<file path="src/rtl/mux8_arb_pkg.sv">
// Shared types and constants for the 8-way round-robin mux arbiter.
package mux8_arb_pkg;

  localparam int N_REQ = 8;
  localparam int SEL_W = 3;

  typedef logic [SEL_W-1:0] sel_t;

  typedef enum logic {
    IDLE  = 1'b0,
    GRANT = 1'b1
  } arb_state_t;

  // One-hot vector with bit idx set.
  function automatic logic [N_REQ-1:0] onehot8(sel_t idx);
    logic [N_REQ-1:0] v;
    v      = '0;
    v[idx] = 1'b1;
    return v;
  endfunction

endpackage

</file>
<file path="src/rtl/mux8_1.sv">
// Single-bit 8:1 multiplexer, one slice of the shared data path.
module mux8_1 (
  input  logic [7:0] d,
  input  logic [2:0] s,
  output logic       y
);

  assign y = d[s];

endmodule

</file>
<file path="src/rtl/mux8_arbiter_rr_pick8.sv">
// Combinational round-robin picker: first unmasked requester at or after ptr.
module rr_pick8
  import mux8_arb_pkg::*;
(
  input  logic [N_REQ-1:0] req,
  input  sel_t             ptr,
  input  logic [N_REQ-1:0] mask,
  output logic             found,
  output sel_t             idx
);

  // Scan from the farthest offset down so the nearest candidate to ptr wins.
  always_comb begin
    sel_t cand;
    found = 1'b0;
    idx   = ptr;
    cand  = ptr;
    for (int k = N_REQ - 1; k >= 0; k--) begin
      cand = ptr + sel_t'(k);
      if (req[cand] && !mask[cand]) begin
        found = 1'b1;
        idx   = cand;
      end
    end
  end

endmodule

</file>
<file path="src/rtl/mux8_arbiter.sv">
// Round-robin arbiter owning one WIDTH-bit 8:1 mux; grants are held for
// multi-cycle transfers and released on done, request drop or hold timeout.
module mux8_arbiter
  import mux8_arb_pkg::*;
#(
  parameter int WIDTH    = 64,
  parameter int MAX_HOLD = 16
) (
  input  logic                   clk,
  input  logic                   reset_n,
  input  logic [N_REQ-1:0]       req,
  input  logic                   done,
  input  logic [N_REQ*WIDTH-1:0] data_in,
  output logic [N_REQ-1:0]       grant,
  output sel_t                   sel,
  output logic                   busy,
  output logic [WIDTH-1:0]       data_out,
  output logic                   valid_out,
  output logic                   timeout
);

  // MAX_HOLD=0 disables the timeout; the counter then stays parked at zero.
  localparam int   HC_W      = (MAX_HOLD < 1) ? 1 : $clog2(MAX_HOLD + 1);
  localparam int   HOLD_LAST = (MAX_HOLD > 0) ? MAX_HOLD - 1 : 0;
  localparam logic TMO_EN    = (MAX_HOLD != 0);

  arb_state_t       state_q,    state_d;
  logic [N_REQ-1:0] grant_q,    grant_d;
  sel_t             sel_q,      sel_d;
  logic             busy_q,     busy_d;
  logic             timeout_q,  timeout_d;
  sel_t             ptr_q,      ptr_d;
  logic [HC_W-1:0]  hold_cnt_q, hold_cnt_d;

  logic             idle_found;
  sel_t             idle_idx;
  logic             rel_found;
  sel_t             rel_idx;
  sel_t             rel_ptr;
  logic             hold_hit;
  logic             release_now;

  // The re-pick starts just past the releasing owner and excludes it, so it
  // cannot win back the bus on its own release edge.
  assign rel_ptr     = sel_q + sel_t'(1);
  assign hold_hit    = TMO_EN && (hold_cnt_q == HC_W'(HOLD_LAST));
  assign release_now = done || !req[sel_q] || hold_hit;

  rr_pick8 u_pick_idle (
    .req   (req),
    .ptr   (ptr_q),
    .mask  ('0),
    .found (idle_found),
    .idx   (idle_idx)
  );

  rr_pick8 u_pick_rel (
    .req   (req),
    .ptr   (rel_ptr),
    .mask  (onehot8(sel_q)),
    .found (rel_found),
    .idx   (rel_idx)
  );

  // Next-state and registered-output decode for the IDLE/GRANT machine.
  always_comb begin
    state_d    = state_q;
    grant_d    = grant_q;
    sel_d      = sel_q;
    busy_d     = busy_q;
    timeout_d  = 1'b0;
    ptr_d      = ptr_q;
    hold_cnt_d = hold_cnt_q;
    case (state_q)
      IDLE: begin
        if (idle_found) begin
          state_d    = GRANT;
          grant_d    = onehot8(idle_idx);
          sel_d      = idle_idx;
          busy_d     = 1'b1;
          hold_cnt_d = '0;
        end
      end
      GRANT: begin
        if (release_now) begin
          ptr_d      = rel_ptr;
          hold_cnt_d = '0;
          // Only a pure hold-limit release is reported; done takes precedence.
          timeout_d  = hold_hit && !done && req[sel_q];
          if (rel_found) begin
            grant_d = onehot8(rel_idx);
            sel_d   = rel_idx;
          end else begin
            state_d = IDLE;
            grant_d = '0;
            busy_d  = 1'b0;
          end
        end else if (TMO_EN) begin
          hold_cnt_d = hold_cnt_q + 1'b1;
        end
      end
      default: begin
        state_d = IDLE;
        grant_d = '0;
        busy_d  = 1'b0;
      end
    endcase
  end

  // State register with asynchronous clear so the grant drops immediately.
  always_ff @(posedge clk or negedge reset_n) begin
    if (!reset_n) begin
      state_q    <= IDLE;
      grant_q    <= '0;
      sel_q      <= '0;
      busy_q     <= 1'b0;
      timeout_q  <= 1'b0;
      ptr_q      <= '0;
      hold_cnt_q <= '0;
    end else begin
      state_q    <= state_d;
      grant_q    <= grant_d;
      sel_q      <= sel_d;
      busy_q     <= busy_d;
      timeout_q  <= timeout_d;
      ptr_q      <= ptr_d;
      hold_cnt_q <= hold_cnt_d;
    end
  end

  assign grant     = grant_q;
  assign sel       = sel_q;
  assign busy      = busy_q;
  assign timeout   = timeout_q;
  assign valid_out = busy_q & req[sel_q];

  // Bit-sliced data path: one mux8_1 per data bit, all steered by sel.
  for (genvar b = 0; b < WIDTH; b++) begin : g_bit
    logic [N_REQ-1:0] column;
    for (genvar j = 0; j < N_REQ; j++) begin : g_src
      assign column[j] = data_in[j*WIDTH + b];
    end
    mux8_1 u_mux (
      .d (column),
      .s (sel_q),
      .y (data_out[b])
    );
  end

endmodule
</file>
<file path="config.mk">
export PLATFORM = sky130hd
export DESIGN_NAME = mux8_arbiter
export DESIGN_NICKNAME = d
export VERILOG_FILES = /design/src/rtl/mux8_arb_pkg.sv /design/src/rtl/mux8_1.sv /design/src/rtl/mux8_arbiter_rr_pick8.sv /design/src/rtl/mux8_arbiter.sv
export SDC_FILE = /design/constraint.sdc
export NUM_CORES = 1
export LEC_CHECK = 0
export CAP_MARGIN = 5
export CORE_AREA = 2 2 237 239
export DETAILED_ROUTE_END_ITERATION = 12
export DIE_AREA = 0 0 239 241
export SYNTH_ARGS = -nofsm -noshare
export SYNTH_HDL_FRONTEND = slang
export SYNTH_SLANG_ARGS = --single-unit
</file>
<file path="constraint.sdc">
create_clock -name clk -period 7.45 [get_ports clk]
set_input_delay 0.745 -clock clk [delete_from_list [all_inputs] [get_ports clk]]
set_output_delay 0.745 -clock clk [all_outputs]
set_load 0.05 [all_outputs]
</file>
After elaboration in Yosys (flattened, before gate mapping)
Memory sizes are Yosys's and may differ from the RTL's.
Cells that the tools add are included.

word-level totals
  register bits after elaboration = 22
  latch bits = 0
  RAM bits = 0
  ROM bits = 64
  input bits = 523
  word-level logic and storage cells = 350
  memories = 8

memories
  name             words  bits a word  read ports  clocked after Yosys merged registers in  write ports  line                         RTL
  (no name shown)  8      1            1           0                                        0            mux8_arbiter_rr_pick8.sv:20  if (req[cand] && !mask[cand]) begin
  (no name shown)  8      1            1           0                                        0            mux8_arbiter_rr_pick8.sv:20
  (no name shown)  8      1            1           0                                        0            mux8_arbiter_rr_pick8.sv:20
  (no name shown)  8      1            1           0                                        0            mux8_arbiter_rr_pick8.sv:20
  (no name shown)  8      1            1           0                                        0            mux8_arbiter_rr_pick8.sv:20
  (no name shown)  8      1            1           0                                        0            mux8_arbiter_rr_pick8.sv:20
  +2 memories      -      -            -           -                                        -            -

cells by class
  add/subtract/negate cells = 16
  multiply operators = 0
  div/mod/pow operators = 0
  order comparisons = 22
  equal/unequal tests = 5
  shift-type cells = 0
  muxes and demuxes = 245
  bitwise operators = 2
  reduce and logical (&&, ||, !) cells = 45

operators by type and width
  kind                                                                           number
  1-bit binary-select mux with 3-bit select                                      89
  1-bit 2-to-1 mux                                                               124
  3-bit by 4-bit less-than comparator with 1-bit output (second input constant)  19
  3-bit 2-to-1 mux                                                               19
  3-bit adder (second input constant)                                            8
  8-bit 2-to-1 mux                                                               3
  1-bit logical AND                                                              21
  1-bit zero test                                                                18
  8-bit one-hot mux with 2 select lines                                          1
  3-bit by 2-bit adder with 3-bit output (second input constant)                 4
  5-bit 2-to-1 mux                                                               2
  5-bit one-hot mux with 2 select lines                                          1
  3-bit by 1-bit adder with 3-bit output (second input constant)                 3
  1-bit demux with 3-bit select                                                  3
  3-bit by 1-bit >= comparator with 1-bit output (second input constant)         3
  3-bit one-hot mux with 2 select lines                                          1
  3-bit AND reduction                                                            2
  5-bit by 1-bit adder with 5-bit output (second input constant)                 1
  5-bit by 4-bit == test with 1-bit output (second input constant)               1
  2-bit by 1-bit != test with 1-bit output (second input constant)               2
  2-bit != test (second input constant)                                          2
  1-bit one-hot mux with 2 select lines                                          2
  2-bit AND reduction                                                            2
  1-bit logical OR                                                               2
  2 further kinds                                                                2

Longest topological paths before layout
Gate-level depths: netlist of run 1.

  depth in word-level cells = 23
  gate-level depth with buffers = 15

Hierarchy
A second synthesis of run 1 with hierarchy kept.

unflattened totals
  cells, all modules = 558
  area, all modules = 7270.7 um^2

by module, submodules not included
  module        times used  cells each  area each (um^2)  seq. area each (um^2)
  mux8_1        64          3           63.8              0.0
  rr_pick8      2           122         937.1             0.0
  mux8_arbiter  1           122         1312.5            550.5

Worst setup path after synthesis of run 1
No wires, ideal clock.

  path kind = register to output
  start point = register sel_q[0] (netlist: sel[0])
  end point = output data_out[33]
  arrival time = 3128 ps
  data required time = 6705 ps
  setup slack = 3577 ps
  cell stages (with the launch flop) = 10
  buffers on the path = 6
  path through = dfrtp_1 -> buf_2 -> buf_2 -> clkbuf_1 -> clkbuf_1 -> buf_1 -> mux4_2 -> nand2_1 -> nand2_1 -> buf_4

on the way
  longest elaborated chain between the ends = 2

RTL lines
  what                                       line                 RTL
  start, declared                            mux8_arbiter.sv:29   sel_t sel_q, sel_d;
  start signal, assigned                     mux8_arbiter.sv:123  sel_q <= sel_d;
  1-bit binary-select mux with 3-bit select  mux8_1.sv:8          assign y = d[s];
  1-bit 2-to-1 mux (not written as such)     mux8_1.sv:8
  end, declared                              mux8_arbiter.sv:17   output logic [WIDTH-1:0] data_out,

Every way passes these cells. The select of a mux whose other input is x is not followed.

Worst setup path after layout of run 1
  start point = register sel_q[0] (netlist: sel[0])
  end point = output data_out[46]

Same word-level chain as after synthesis.

==> results.json, run 1 <==
{
  "drt_pass1_iterations": 5,
  "internal-power_w": 0.00257,
  "root_buffer": "clkbuf_16",
  "cts_tree": "built",
  "synthMostInstantiatedCell": "nand2_1",
  "cts_buffers": 3,
  "yosysTopAreaCell": "mux4_2",
  "cts.hold.buffers_added": 0,
  "htree_levels": 1,
  "ys_ff_latch": 22,
  "clkSinkCount": 22,
  "syn-num-nets": 1307,
  "gr-total-overflow": 0,
  "power.share.clock": 0.024,
  "cp-end-kind": "primary output",
  "critical_path.startpoint_type": "flop",
  "slew_headroom": 0.329,
  "track_usage": 0.143,
  "postSynthCellCount": 778,
  "required_ns": 6.70,
  "arrival_ns": 4.01,
  "synth_mux_area_frac": 0.493,
  "yosysSeqAreaShare": 0.0748,
  "utilization": 0.249,
  "p_per_area_nw_per_um2": 448,
  "path_class": "reg2out",
  "ys_types": 76,
  "drtIter0Drc": 636,
  "synth_top_family_by_area": "multiplexers",
  "critical_path_peak_fanout": 49,
  "fmax_mhz": 210,
  "async_flop_share": 1.00,
  "grt_pass1_wl_mm": 60.3,
  "die-area_sq_um": 57600,
  "hpwlAfterDp_mm": 38.6,
  "first_global_vias": 9061,
  "outcome": "complete, no violations",
  "clk_pin_slew_ns": 0.06,
  "yosys_most_used_dff": "dfrtp_1",
  "synthAdderAreaFrac": 0.0102,
  "slowest_stage": "buf_4",
  "max_stage_delay_ns": 0.82,
  "synth_xor_area_frac": 0.0234,
  "synth_edf_count": 0,
  "drv_slew": 0,
  "drcViolationCount": 0,
  "fillers": 5834,
  "drt-total-wl_mm": 45.7,
  "yosysWarnings": 0,
  "synth_compound_area_frac": 0.0948,
  "p_leak_nw": 4.98,
  "die_w_um": 239,
  "cts_setup_buffers": 0,
  "drive_gt1_frac": 0.154,
  "viasPerCell": 4.53,
  "setup_viol": 0,
  "gp_congestion": 0.870,
  "worst_pin_slew_ns": 1.00,
  "wire_per_inst_um": 23.3,
  "synth_top_area_frac": 0.443,
  "hold_violations": 0,
  "finalSetupTns_ns": 0,
  "start_util": 0.134,
  "core_region_area_sq_um": 54900,
  "grt_max_degree": 62,
  "nets": 1785,
  "io_pins": 601,
  "vias": 8903,
  "netlist_area_sq_um": 7360,
  "seqPwrFrac": 0.055,
  "clk_path_buf_depth": 2,
  "syn_avg_cell_area_sq_um": 9.47,
  "path_cells": "buf_4, buf_4, mux4_2, nand2_1, nand2_1, clkdlybuf4s50_1",
  "hp-class": "reg2reg",
  "cap_violations": 0,
  "vdd_ir_drop_max_v": 0.000187,
  "period_share": 0.638,
  "netlist_top_cells_count": "229 x nand2_1, 145 x mux4_2, 64 x buf_4, 38 x clkbuf_1, 22 x dfrtp_1",
  "cts-resized-gates": 0,
  "rows": 86,
  "fp.dieH_um": 241,
  "grt_setup_unrepaired": "no",
  "switchingPower_w": 0.00355,
  "synthTopCellsByArea": "mux4_2 44%, nand2_1 12%, dfrtp_1 7.5%",
  "p_comb_frac": 0.921,
  "swShare": 0.580,
  "ant_nets": 0,
  "grt_antenna_before_repair": 17,
  "worstSkewPairLatency_ns": 0.25,
  "skew_ns": 0.00550,
  "timing.final.crit_period_ns": 4.75,
  "synthToLayoutAreaGrowth_pct": 85.5,
  "yosys.area_share.simple": 0.188,
  "io_buffers": 600
}
==> metal layers <==
metal,vias to the layer above,wire length [um],share of wire,global-route usage
met3,72,5030,0.11,0.0492
met2,541,22400,0.49,0.248
met4,18,1490,0.033,0.0496
met5,-,101,0.0022,0
li1,3890,-,-,-
met1,4382,16700,0.36,0.163
==> per-stage QoR <==
| stage | cells | area (sq um) | hold WS, ns | setup slack [ns] | power, W |
|---|---|---|---|---|---|
| final | 1966 | 13700 | 0.520 | 2.70 | 0.00612 |
| after global routing | 1965 | 13700 | 0.556 | 2.26 | 0.00650 |
| after CTS | 1959 | 13600 | 0.521 | 2.46 | 0.00617 |
| after detailed placement | 1955 | 13500 | 0.501 | 2.76 | 0.00599 |
| after global placement | 1955 | 13500 | 0.496 | 2.79 | 0.00596 |
| after floorplan | 778 | 7360 | 0.449 | 3.58 | 0.00464 |
==> worst paths after layout <==
path / start / endpoint / slack, ns / cells past startpoint
max: sel[0] / data_out[46] / 2.70 / 6
min: grant[6] / grant[6] / 0.52 / 2
max reg2reg: sel[0] / grant[7] / 3.08 / 11
min reg2reg: grant[6] / grant[6] / 0.52 / 2
max in group asynchronous: reset_n / sel[1] / 5.68 / 1
min in group asynchronous: reset_n / busy / 1.05 / 1
==> critical path: cells and delay by family, from the launching register on <==
family	cells	cell delay [ns]
flip-flops	1	0.69
multiplexers	1	0.61
buffers and inverters	3	2.14
AND/OR/NAND/NOR	2	0.26
==> registers in the layout (all words and copies together) (netlist names) <==
signal	cells
ptr_q	3
hold_cnt_q	5
busy	1
sel	3
state_q	1
grant	8
timeout	1
==> cell usage in the layout, fill, tap and decap left out, drive strengths merged, types with 3 or more instances in the layout <==
cell type	instances
a211oi	3
a21oi	11
a221oi	4
a22oi	7
a31oi	9
and2	3
buf	9
clkbuf	3
clkdlybuf4s50	600
dfrtp	22
diode	7
ha	6
inv	14
mux2	15
mux2i	13
mux4	147
nand2	230
nand2b	6
nand3	16
nand4	5
nor2	10
nor2b	4
nor3	14
nor4	5
o211ai	4
o21ai	20
o221ai	3
o22ai	3
o31ai	9
o32ai	3
or4	3
xnor2	6
xor2	5
==> cells by family after synthesis <==
kind of cell	after synthesis
XOR/XNOR	14
buffers and inverters	151
multiplexers	175
AO/OA/AOI/OAI	97
flip-flops	22
adder cells (fa/ha/maj)	6
AND/OR/NAND/NOR	313
==> cell type report <==
cell class / count / area [sq um] / share of cell area
Timing Repair Buffer: 609 / 6070 / 0.445
Multi-Input combinational cell: 605 / 5970 / 0.437
Tap cell: 704 / 881 / 0.0645
Sequential cell: 22 / 562 / 0.0411
Clock buffer: 3 / 75.1 / 0.00549
Inverter: 15 / 57.6 / 0.00421
Clock inverter: 1 / 30.0 / 0.00220
Antenna cell: 7 / 17.5 / 0.00128
==> power by group through the flow <==
stage	clock (W)	combinational [W]	sequential, W
3_5_place_dp	0	0.00565	0.000344
6_report	0.000149	0.00564	0.000335
4_1_cts	0.000151	0.00568	0.000342
3_3_place_gp	0	0.00561	0.000342
5_1_grt	0.000158	0.00599	0.000351
2_1_floorplan	0	0.00439	0.000258
No activity file was read; power rests on OpenSTA's default activity.
==> inputs of run 2 (changes only) <==
==> constraint.sdc (replaced) <==
create_clock -name clk -period 3.8 [get_ports clk]
set_input_delay 0.38 -clock clk [delete_from_list [all_inputs] [get_ports clk]]
set_output_delay 0.38 -clock clk [all_outputs]
set_load 0.05 [all_outputs]
==> results.json, run 2 (synthesis gave the netlist of run 1 again) <==
{
  "final_common_cell": "clkdlybuf4s50_1",
  "largest_reg_flops": 8,
  "cts_setup_buffers": 0,
  "fillers": 5848,
  "cts.hold.buffers_added": 0,
  "regArea_sq_um": 562,
  "cts_buffers": 3,
  "cp-end-kind": "flop",
  "hpwlAfterDp_mm": 36.5,
  "htree_levels": 1,
  "io_buffers": 600,
  "place_ws_ns": 0.236,
  "dp.cells": 1967,
  "fp.dieH_um": 241,
  "cts_tree": "built",
  "clk_pin_slew_ns": 0.06,
  "period_share": 0.906,
  "multi_input_area_sq_um": 5970,
  "seqPwrFrac": 0.038,
  "p_comb_frac": 0.939,
  "first_global_vias": 9078,
  "drt_pass1_iterations": 5,
  "finalWorstSetupSlack_ns": 0.356,
  "layout.cells.non_filler": 1975,
  "start_util": 0.134,
  "p_leak_nw": 5.07,
  "drt-total-wl_mm": 43.6,
  "io_pins": 601,
  "fmax_mhz": 290,
  "grt_antenna_before_repair": 11,
  "vdd_ir_drop_max_v": 0.000618,
  "skew_ns": 0.00242,
  "nets": 1797,
  "worstSkewPairLatency_ns": 0.25,
  "track_usage": 0.137,
  "wire_per_inst_um": 22.1,
  "viasPerCell": 4.46,
  "grt_pass1_wl_mm": 58.4,
  "critical_path_peak_fanout": 22,
  "mostFrequentLayoutCells": "583 x clkdlybuf4s50_1, 229 x nand2_1, 145 x mux4_2, 35 x buf_4, 19 x dfrtp_1",
  "gp_congestion": 0.866,
  "drv_slew": 0,
  "ant_nets": 0,
  "drtIter0Drc": 562,
  "swShare": 0.577,
  "root_buffer": "clkbuf_16",
  "clkSinkCount": 22,
  "cap_violations": 0,
  "vias": 8817,
  "switchingPower_w": 0.00707,
  "timing.final.crit_period_ns": 3.44,
  "critical_path.startpoint_type": "flop",
  "hold_violations": 0,
  "rows": 86,
  "die-area_sq_um": 57600,
  "slew_headroom": 0.299,
  "internal-power_w": 0.00518,
  "gr-total-overflow": 0,
  "setup_viol": 0,
  "arrival_ns": 3.60,
  "outcome": "complete, no violations",
  "power.share.clock": 0.024,
  "synthToLayoutAreaGrowth_pct": 86.6,
  "drive_gt1_frac": 0.176,
  "grt_setup_unrepaired": "no",
  "drcViolationCount": 0,
  "die_w_um": 239,
  "p_per_area_nw_per_um2": 891,
  "finalSetupTns_ns": 0,
  "p_total_w": 0.0123,
  "cts-resized-gates": 0,
  "core_region_area_sq_um": 54900,
  "path_class": "reg2reg",
  "worst_pin_slew_ns": 1.05,
  "grt_max_degree": 143,
  "hp-class": "reg2reg",
  "clk_path_buf_depth": 2,
  "required_ns": 3.95
}
[run 2: worst paths after layout]
kind,start,endpoint,slack (ns),depth (start not counted)
min in group asynchronous,reset_n,timeout,0.70,1
max in group asynchronous,reset_n,sel[1],2.34,1
setup / recovery,sel[1],grant[3],0.36,10
hold / removal,hold_cnt_q[2],hold_cnt_q[2],0.51,1
setup reg to reg,sel[1],grant[3],0.36,10
hold reg to reg,hold_cnt_q[2],hold_cnt_q[2],0.51,1
[run 2: layer usage]
layer,part of all wire,global-route usage,vias up
li1,-,-,3909
met1,0.36,0.152,4285
met2,0.48,0.236,541
met3,0.12,0.0560,66
met4,0.034,0.0462,16
met5,0.0022,0,-
[run 2: layout make-up]
cell class	count	area share
timing repair buffer	621	0.448
multi-input combinational	605	0.434
tap	704	0.0641
sequential	22	0.0409
clock buffer	3	0.00546
inverter	15	0.00419
clock inverter	1	0.00219
antenna	4	0.000728
[run 2: per-stage QoR]
step,area (sq um),utilization,hold WS (ns)
after floorplan,7370,-,0.0844
after global placement,13600,0.248,0.500
after detailed placement,13600,0.248,0.502
after CTS,13700,0.250,0.515
after global routing,13700,0.250,0.550
final,13700,0.250,0.508
[run 2: power groups by stage]
stage          Combinational, W  Clock, W  Sequential, W
2_1_floorplan           0.00860         0       0.000506
5_1_grt                  0.0123  0.000306       0.000471
3_5_place_dp             0.0115         0       0.000463
4_1_cts                  0.0116  0.000297       0.000460
3_3_place_gp             0.0114         0       0.000461
6_report                 0.0115  0.000292       0.000460
[run 2: worst max-delay path: stages (launching register included)]
cell and delay, ns:
dfrtp_4 0.50, ha_2 0.54, buf_4 0.33, xor3_1 0.31
nand3_1 0.13, a21boi_1 0.16, nor4b_1 0.45, nor4_1 0.13
o22ai_1 0.28, nand2_1 0.23, o31ai_1 0.28
